==> config.mk <==
export PLATFORM = sky130hd
export DESIGN_NAME = uart_rx_fifo
export DESIGN_NICKNAME = d
export VERILOG_FILES = /design/src/rtl/uart_pkg.sv /design/src/rtl/uart_baud_gen.sv /design/src/rtl/uart_rx_fifo.sv
export SDC_FILE = /design/constraint.sdc
export NUM_CORES = 1
export LEC_CHECK = 0
export CORE_MARGIN = 2
export CORE_UTILIZATION = 60
export DETAILED_ROUTE_END_ITERATION = 10
export PLACE_DENSITY = 0.78
export SLEW_MARGIN = 30
export SYNTH_ARGS = -nofsm -noshare
export SYNTH_HDL_FRONTEND = slang
export SYNTH_HIERARCHICAL = 1
export SYNTH_SLANG_ARGS = --single-unit
==> constraint.sdc <==
create_clock -name clock -period 7.18 [get_ports clock]
set_input_delay 1.436 -clock clock [delete_from_list [all_inputs] [get_ports clock]]
set_output_delay 1.436 -clock clock [all_outputs]
set_load 0.02 [all_outputs]
==> src/rtl/uart_pkg.sv <==
`timescale 1ns/1ps
// Shared types and helpers for the UART receive path: parity codes, FSM states,
// FIFO entry layout and the fractional baud increment.
package uart_pkg;

   localparam int unsigned PAR_NONE = 0;
   localparam int unsigned PAR_EVEN = 1;
   localparam int unsigned PAR_ODD  = 2;

   typedef enum logic [2:0] {
      ST_IDLE,
      ST_START,
      ST_DATA,
      ST_PARITY,
      ST_STOP,
      ST_BREAK
   } rx_state_e;

   typedef struct packed {
      logic [7:0] data;
      logic       perr;
      logic       ferr;
   } rx_entry_t;

   // round(baud * os * 2^acc_w / clock_hz)
   function automatic logic [63:0] calc_inc(input logic [63:0] clock_hz,
                                            input logic [63:0] baud,
                                            input logic [63:0] os,
                                            input int unsigned acc_w);
      logic [63:0] num;
      num = (baud * os) << acc_w;
      return (num + (clock_hz >> 1)) / clock_hz;
   endfunction

endpackage

==> src/rtl/uart_baud_gen.sv <==
`timescale 1ns/1ps
// Fractional-N oversample tick generator: a phase accumulator whose carry is the
// tick, so the long-run tick rate is exact to within 2^-ACC_W.
module uart_baud_gen
   import uart_pkg::*;
#(
   parameter int unsigned CLOCK      = 50_000_000,
   parameter int unsigned BAUD       = 115200,
   parameter int unsigned OVERSAMPLE = 16,
   parameter int unsigned ACC_W      = 24
) (
   input  logic clock,
   input  logic reset,
   output logic tick_o
);

   localparam logic [63:0] INC = calc_inc(64'(CLOCK), 64'(BAUD), 64'(OVERSAMPLE), ACC_W);

   if (INC >= (64'd1 << ACC_W)) begin : g_inc_range
      $fatal(1, "uart_baud_gen: baud increment does not fit the accumulator");
   end

   logic [ACC_W-1:0] acc_q;
   logic [ACC_W-1:0] acc_d;
   logic             carry_c;

   always_comb begin
      {carry_c, acc_d} = {1'b0, acc_q} + (ACC_W+1)'(INC);
   end

   always_ff @(posedge clock or negedge reset) begin
      if (!reset) begin
         acc_q  <= '0;
         tick_o <= 1'b0;
      end else begin
         acc_q  <= acc_d;
         tick_o <= carry_c;
      end
   end

endmodule

==> src/rtl/uart_rx_fifo.sv <==
`timescale 1ns/1ps
// UART receiver with configurable frame format, majority-vote bit sampling,
// break detection and a first-word-fall-through receive FIFO with error tags.
module uart_rx_fifo
   import uart_pkg::*;
#(
   parameter int unsigned CLOCK      = 50_000_000,
   parameter int unsigned BAUD       = 115200,
   parameter int unsigned OVERSAMPLE = 16,
   parameter int unsigned DATA_BITS  = 8,
   parameter int unsigned PARITY     = 0,
   parameter int unsigned STOP_BITS  = 1,
   parameter int unsigned FIFO_DEPTH = 8,
   parameter int unsigned ACC_W      = 24
) (
   input  logic                          clock,
   input  logic                          reset,
   input  logic                          rx,
   input  logic                          readdata,
   input  logic                          clearerr,
   output logic [7:0]                    data,
   output logic                          dataready,
   output logic                          parity_err,
   output logic                          framing,
   output logic                          overrun,
   output logic                          break_det,
   output logic [$clog2(FIFO_DEPTH):0]   count
);

   localparam int unsigned PH_W  = $clog2(OVERSAMPLE);
   localparam int unsigned SMP_A = OVERSAMPLE/2 - 2;
   localparam int unsigned SMP_B = OVERSAMPLE/2 - 1;
   localparam int unsigned SMP_C = OVERSAMPLE/2;
   localparam int unsigned AW    = $clog2(FIFO_DEPTH);

   if ((OVERSAMPLE != 8 && OVERSAMPLE != 16) || DATA_BITS < 5 || DATA_BITS > 8 ||
       (PARITY != PAR_NONE && PARITY != PAR_EVEN && PARITY != PAR_ODD) ||
       (STOP_BITS != 1 && STOP_BITS != 2) || FIFO_DEPTH < 2 ||
       (FIFO_DEPTH & (FIFO_DEPTH - 1)) != 0) begin : g_param_check
      $fatal(1, "uart_rx_fifo: unsupported parameter set");
   end

   logic baud_tick;

   uart_baud_gen #(
      .CLOCK      (CLOCK),
      .BAUD       (BAUD),
      .OVERSAMPLE (OVERSAMPLE),
      .ACC_W      (ACC_W)
   ) u_baud_gen (
      .clock  (clock),
      .reset  (reset),
      .tick_o (baud_tick)
   );

   // Two-stage synchroniser plus one history stage for falling-edge detection.
   logic rx_meta_q, rx_sync_q, rx_prev_q;

   always_ff @(posedge clock or negedge reset) begin
      if (!reset) begin
         rx_meta_q <= 1'b1;
         rx_sync_q <= 1'b1;
         rx_prev_q <= 1'b1;
      end else begin
         rx_meta_q <= rx;
         rx_sync_q <= rx_meta_q;
         rx_prev_q <= rx_sync_q;
      end
   end

   rx_state_e            state_q, state_d;
   logic [PH_W-1:0]      ph_q, ph_d;
   logic [3:0]           bitcnt_q, bitcnt_d;
   logic [DATA_BITS-1:0] shreg_q, shreg_d;
   logic [1:0]           smp_q, smp_d;
   logic                 any_hi_q, any_hi_d;
   logic                 perr_q, perr_d;
   logic                 push_q, push_d;
   logic                 brk_set_q, brk_set_d;
   rx_entry_t            entry_q, entry_d;

   logic fall_c, in_win_c, decide_c, bit_end_c, bit_c, brk_c, exp_par_c;

   always_comb begin
      fall_c    = rx_prev_q & ~rx_sync_q;
      in_win_c  = baud_tick & ((ph_q == PH_W'(SMP_A)) | (ph_q == PH_W'(SMP_B)) |
                               (ph_q == PH_W'(SMP_C)));
      decide_c  = baud_tick & (ph_q == PH_W'(SMP_C));
      bit_end_c = baud_tick & (ph_q == PH_W'(OVERSAMPLE - 1));
      bit_c     = (smp_q[1] & smp_q[0]) | (smp_q[1] & rx_sync_q) | (smp_q[0] & rx_sync_q);
      brk_c     = ~any_hi_q & ~rx_sync_q;
      exp_par_c = (PARITY == PAR_ODD) ? ~(^shreg_q) : ^shreg_q;
   end

   always_ff @(posedge clock or negedge reset) begin
      if (!reset) begin
         state_q   <= ST_IDLE;
         ph_q      <= '0;
         bitcnt_q  <= '0;
         shreg_q   <= '0;
         smp_q     <= '0;
         any_hi_q  <= 1'b0;
         perr_q    <= 1'b0;
         push_q    <= 1'b0;
         brk_set_q <= 1'b0;
         entry_q   <= '0;
      end else begin
         state_q   <= state_d;
         ph_q      <= ph_d;
         bitcnt_q  <= bitcnt_d;
         shreg_q   <= shreg_d;
         smp_q     <= smp_d;
         any_hi_q  <= any_hi_d;
         perr_q    <= perr_d;
         push_q    <= push_d;
         brk_set_q <= brk_set_d;
         entry_q   <= entry_d;
      end
   end

   always_comb begin
      state_d = state_q;
      case (state_q)
         ST_IDLE:   if (fall_c) state_d = ST_START;
         ST_START: begin
            if (decide_c && bit_c)  state_d = ST_IDLE;
            else if (bit_end_c)     state_d = ST_DATA;
         end
         ST_DATA: begin
            if (bit_end_c && bitcnt_q == 4'(DATA_BITS))
               state_d = (PARITY != PAR_NONE) ? ST_PARITY : ST_STOP;
         end
         ST_PARITY: if (bit_end_c) state_d = ST_STOP;
         ST_STOP:   if (decide_c) state_d = brk_c ? ST_BREAK : ST_IDLE;
         ST_BREAK:  if (bit_end_c && rx_sync_q) state_d = ST_IDLE;
         default:   state_d = ST_IDLE;
      endcase
   end

   // Sampling datapath; a frame is handed to the FIFO one cycle after its stop decision.
   always_comb begin
      ph_d      = ph_q;
      bitcnt_d  = bitcnt_q;
      shreg_d   = shreg_q;
      smp_d     = smp_q;
      any_hi_d  = any_hi_q;
      perr_d    = perr_q;
      push_d    = 1'b0;
      brk_set_d = 1'b0;
      entry_d   = entry_q;
      if (baud_tick) ph_d = ph_q + PH_W'(1);
      if (in_win_c)  smp_d = {smp_q[0], rx_sync_q};
      case (state_q)
         ST_IDLE: begin
            ph_d     = '0;
            bitcnt_d = '0;
            any_hi_d = 1'b0;
            perr_d   = 1'b0;
         end
         ST_DATA: begin
            if (in_win_c) any_hi_d = any_hi_q | rx_sync_q;
            if (decide_c) begin
               shreg_d  = {bit_c, shreg_q[DATA_BITS-1:1]};
               bitcnt_d = bitcnt_q + 4'd1;
            end
         end
         ST_PARITY: begin
            if (in_win_c) any_hi_d = any_hi_q | rx_sync_q;
            if (decide_c) perr_d = bit_c ^ exp_par_c;
         end
         ST_STOP: begin
            if (decide_c) begin
               push_d        = 1'b1;
               brk_set_d     = brk_c;
               entry_d.data  = 8'(shreg_q);
               entry_d.perr  = perr_q;
               entry_d.ferr  = ~bit_c;
               if (brk_c) ph_d = '0;
            end
         end
         ST_BREAK: begin
            if (!rx_sync_q) ph_d = '0;
         end
         default: ;
      endcase
   end

   // Receive FIFO with wrap-bit pointers; head outputs are registered from next-state values.
   rx_entry_t       mem_q [FIFO_DEPTH];
   rx_entry_t       head_c;
   logic [AW:0]     wptr_q, wptr_d, rptr_q, rptr_d, cnt_c, cnt_d;
   logic            empty_c, full_c, pop_c, wr_c, ovr_c;

   always_comb begin
      cnt_c   = wptr_q - rptr_q;
      empty_c = (cnt_c == '0);
      full_c  = (cnt_c == (AW+1)'(FIFO_DEPTH));
      pop_c   = readdata & ~empty_c;
      wr_c    = push_q & (~full_c | pop_c);
      ovr_c   = push_q & full_c & ~pop_c;
      rptr_d  = rptr_q + (AW+1)'(pop_c);
      wptr_d  = wptr_q + (AW+1)'(wr_c);
      cnt_d   = wptr_d - rptr_d;
      head_c  = '0;
      if (cnt_d != '0) begin
         if (wr_c && (wptr_q[AW-1:0] == rptr_d[AW-1:0])) head_c = entry_q;
         else                                             head_c = mem_q[rptr_d[AW-1:0]];
      end
   end

   always_ff @(posedge clock) begin
      if (wr_c) mem_q[wptr_q[AW-1:0]] <= entry_q;
   end

   always_ff @(posedge clock or negedge reset) begin
      if (!reset) begin
         wptr_q     <= '0;
         rptr_q     <= '0;
         count      <= '0;
         dataready  <= 1'b0;
         data       <= '0;
         parity_err <= 1'b0;
         framing    <= 1'b0;
         overrun    <= 1'b0;
         break_det  <= 1'b0;
      end else begin
         wptr_q     <= wptr_d;
         rptr_q     <= rptr_d;
         count      <= cnt_d;
         dataready  <= (cnt_d != '0);
         data       <= head_c.data;
         parity_err <= head_c.perr;
         framing    <= head_c.ferr;
         overrun    <= ovr_c | (overrun & ~clearerr);
         break_det  <= brk_set_q | (break_det & ~clearerr);
      end
   end

endmodule

==> impl_metrics.csv <==
group,metric,value,unit
run_status,status,"complete, no violations",
sta,worst_hold_slack,0.359,ns
global_route,antenna_found_initial,0,
finish,fin_nets,552,
finish,layout_commonest_cell,"dfrtp_1",
synthesis,synth_seq_cells,168,
synthesis,mappedNetlistNets,532,
power,switchingPower,0.386,mW
synthesis,synth_flop_cell,"dfrtp_1",
floorplanning,coreArea,12000,sq um
synthesis,ys_warn_count,6,
power,peakVddDrop,0.127,mV
global_route,grt_pass1_wl,21.8,mm
critical_path,crit_fanout,13,
placement,dpl_cell_area,7610,sq um
global_route,grt_pass1_vias,4164,
clock_tree,clk_latency,0.42,ns
critical_path,critPathKind,"in -> reg",
finish,diodes,0,
sta,period_needed,4.44,ns
critical_path,worstSetupStartpointType,"input pin",
power,intPower,1.53,mW
placement,gpl.final_weighted_congestion,0.824,
critical_path,path_cells,"clkdlybuf4s50_1 > inv_1 > o2111ai_2 > and2_1 > ha_1 > ha_1 > fa_1 > xor2_1 > nor3_2 > a211oi_2",
flow_run,max_cap_violations,0,
clock_tree,cts_sinks,168,
placement,dp_cells,658,
finish,area_delta_synth_final,12.4,%
floorplanning,die_w,114,um
sta,period_share,61.9,%
finish,layout_common_cells,"dfrtp_1, edfxtp_1, nand2_1",
drt,finalWirelength,12.8,mm
synthesis,async_flop_share,52.4,%
clock_tree,post_cts_buffers,0,
critical_path,slowest_delay,0.70,ns
finish,drive_above_1_share,19.2,%
finish,stdcell_count,690,
power,p_sw_share,20.1,%
drt,dr_total_vias,4013,
sta,skew,0.0106,ns
synthesis,synthCells,510,
clock_tree,clockBufferDepth,2,
synthesis,synth_xor_area_share,5.19,%
finish,n_fill_cell,796,
critical_path,worst_path_max_delay_cell,"nor3_2",
floorplanning,rows,40,
placement,place_ws,2.31,ns
floorplanning,die_h,114,um
power,power_density,234,nW/um^2
power,p_seq_share,52.8,%
global_route,overflow,0,
sta,worst_pin_slew,0.936,ns
synthesis,synth_edf_count,80,
sta,hold_violations,0,
synthesis,syn_area,7310,sq um
critical_path,cp.required,7.44,ns
synthesis,synth_cell_type_count,61,
power,p_clk_share,45.5,%
synthesis,ys_seq_area_share,63.1,%
drt,dr.first_iter.drc_count,316,
critical_path,worstPathArrival,4.70,ns
hold_path,hp-class,"reg -> reg",
power,p_leak,3.35,nW
synthesis,synth_area_per_cell,14.3,sq um
global_route,grt.total_usage,22.3,%
floorplanning,floorplan.die_area,13100,sq um
clock_tree,hold_buffers,0,
floorplanning,start_util,61.1,%
sta,slew_viol_final,0,
critical_path,cp_top_family,"simple AND/OR/NAND/NOR gates",
clock_tree,cts_made_buffers,17,
drt,drc,0,
sta,finalSetupViolCount,0,
sta,max-slew-margin-rel,37.3,%
synthesis,synth_fa_ha_area_share,3.15,%
clock_tree,cts-root-buf,"clkbuf_16",
critical_path,endpoint_kind,"register",
drt,postRouteAntennaNets,0,
critical_path,crit_top_cell,"ha_1",
sta,setup_tns,0,ns
finish,postLayoutCoreUtil,68.7,%
placement,io_buffers,21,
finish,design_area,8210,sq um
clock_tree,htree_levels,4,
power,comb_power_share,1.7,%
synthesis,synth_compound_area_share,7.52,%
clock_tree,clk_pin_slew,0.06,ns
global_route,grt_max_degree,67,
synthesis,yosys.area_share.simple,8.41,%
sta,max_freq,225,MHz
drt,avgViaCountPerCell,5.82,
synthesis,synth_top_family_by_area,"multiplexers",
sta,fin_ws,2.74,ns
critical_path,critPathBufInv,2,
clock_tree,cts-resized-gates,0,
sta,rsz0062_at_grt,"no",
synthesis,synth.area.mux_share,9.69,%
clock_tree,cts_tree,"done",
drt,wl_per_cell,18.6,um
floorplanning,ioPinCount,22,
power,finalPower,1.92,mW
drt,dr.pass1.iters,4,
placement,hpwl,8.31,mm
==> per-layer routing <==
metal  up-vias  routed length (um)  track usage, %  share of wire, %
met4         0                 220            7.56               1.7
met3        22                 585            5.98               4.6
met2       102                6270            35.7                49
met1      1985                5750            30.0                45
li1       1904                   -               -                 -
met5         -                   0               0                 0
==> worst register-to-register path, stage by stage, from the launching register on <==
cell and delay, ns:
dfrtp_1 0.63, ha_1 0.35, xnor2_1 0.30, nand2_1 0.09
o31a_1 0.25, ha_1 0.20, ha_2 0.72, inv_1 0.18
fa_1 0.45, xor2_1 0.20, nor3_2 0.70, a211oi_2 0.18
==> power groups by stage <==
stage / combinational, mW / clock (mW) / sequential, mW
after global placement: 0.0318 / 0 / 1.03
after global routing: 0.0381 / 0.931 / 1.01
after floorplan: 0.0199 / 0 / 1.03
after CTS: 0.0341 / 0.887 / 1.01
after detailed placement: 0.0336 / 0 / 1.03
final: 0.0334 / 0.872 / 1.01
==> state kept, by name, summed over array words and instances (netlist names), 8 cells and up <==
| register | count |
|---|---|
| data | 8 |
| entry_q | 10 |
| mem_q | 80 |
| shreg_q | 8 |
| u_baud_gen/acc_q | 24 |
==> area by class of cell <==
type | count | area, sq um | area share, %
Clock inverter | 10 | 95.1 | 1.16
Tap cell | 147 | 184 | 2.24
Sequential cell | 168 | 4610 | 56.1
Clock buffer | 22 | 485 | 5.91
Multi-Input combinational cell | 296 | 2520 | 30.7
Timing Repair Buffer | 24 | 230 | 2.80
Inverter | 23 | 86.3 | 1.05
==> Yosys cell counts, drive strengths merged, types with 3 or more instances <==
library cell,instances,share of area (%)
dfstp,3,1.1
or3,6,0.51
inv,23,1.2
dfrtp,85,29
nor2,28,1.4
o21ai,15,1.1
buf,17,1.5
xor2,16,2.0
o41ai,3,0.36
ha,16,2.7
nor2b,3,0.26
mux2,22,3.4
and2,3,0.26
o21a,3,0.31
nand3,8,0.68
a211oi,12,1.8
clkbuf,6,0.31
xnor2,23,2.9
nand2,38,2.0
edfxtp,80,33
nor3b,11,1.1
nor3,11,0.75
mux4,20,6.2
nand2b,3,0.26
a21oi,19,1.3
and3,3,0.26
==> cell families after synthesis <==
group	after synthesis
AO/OA/AOI/OAI	74
XOR/XNOR	40
adder cells (fa/ha/maj)	18
buffers and inverters	46
flip-flops	168
multiplexers	43
AND/OR/NAND/NOR	121
==> final timing paths <==
kind                                start                   to  slack (ns)  depth (start not counted)
worst min-delay path            rx_meta_q            rx_sync_q        0.36                          0
max in group asynchronous           reset  u_baud_gen/acc_q[5]        5.18                          2
worst max-delay path             readdata              data[1]        2.74                         10
worst min register to register  rx_meta_q            rx_sync_q        0.36                          0
min in group asynchronous           reset            wptr_q[0]        0.89                          1
worst max register to register  wptr_q[2]              data[1]        2.76                         11
No activity file was read; power rests on OpenSTA's default activity.
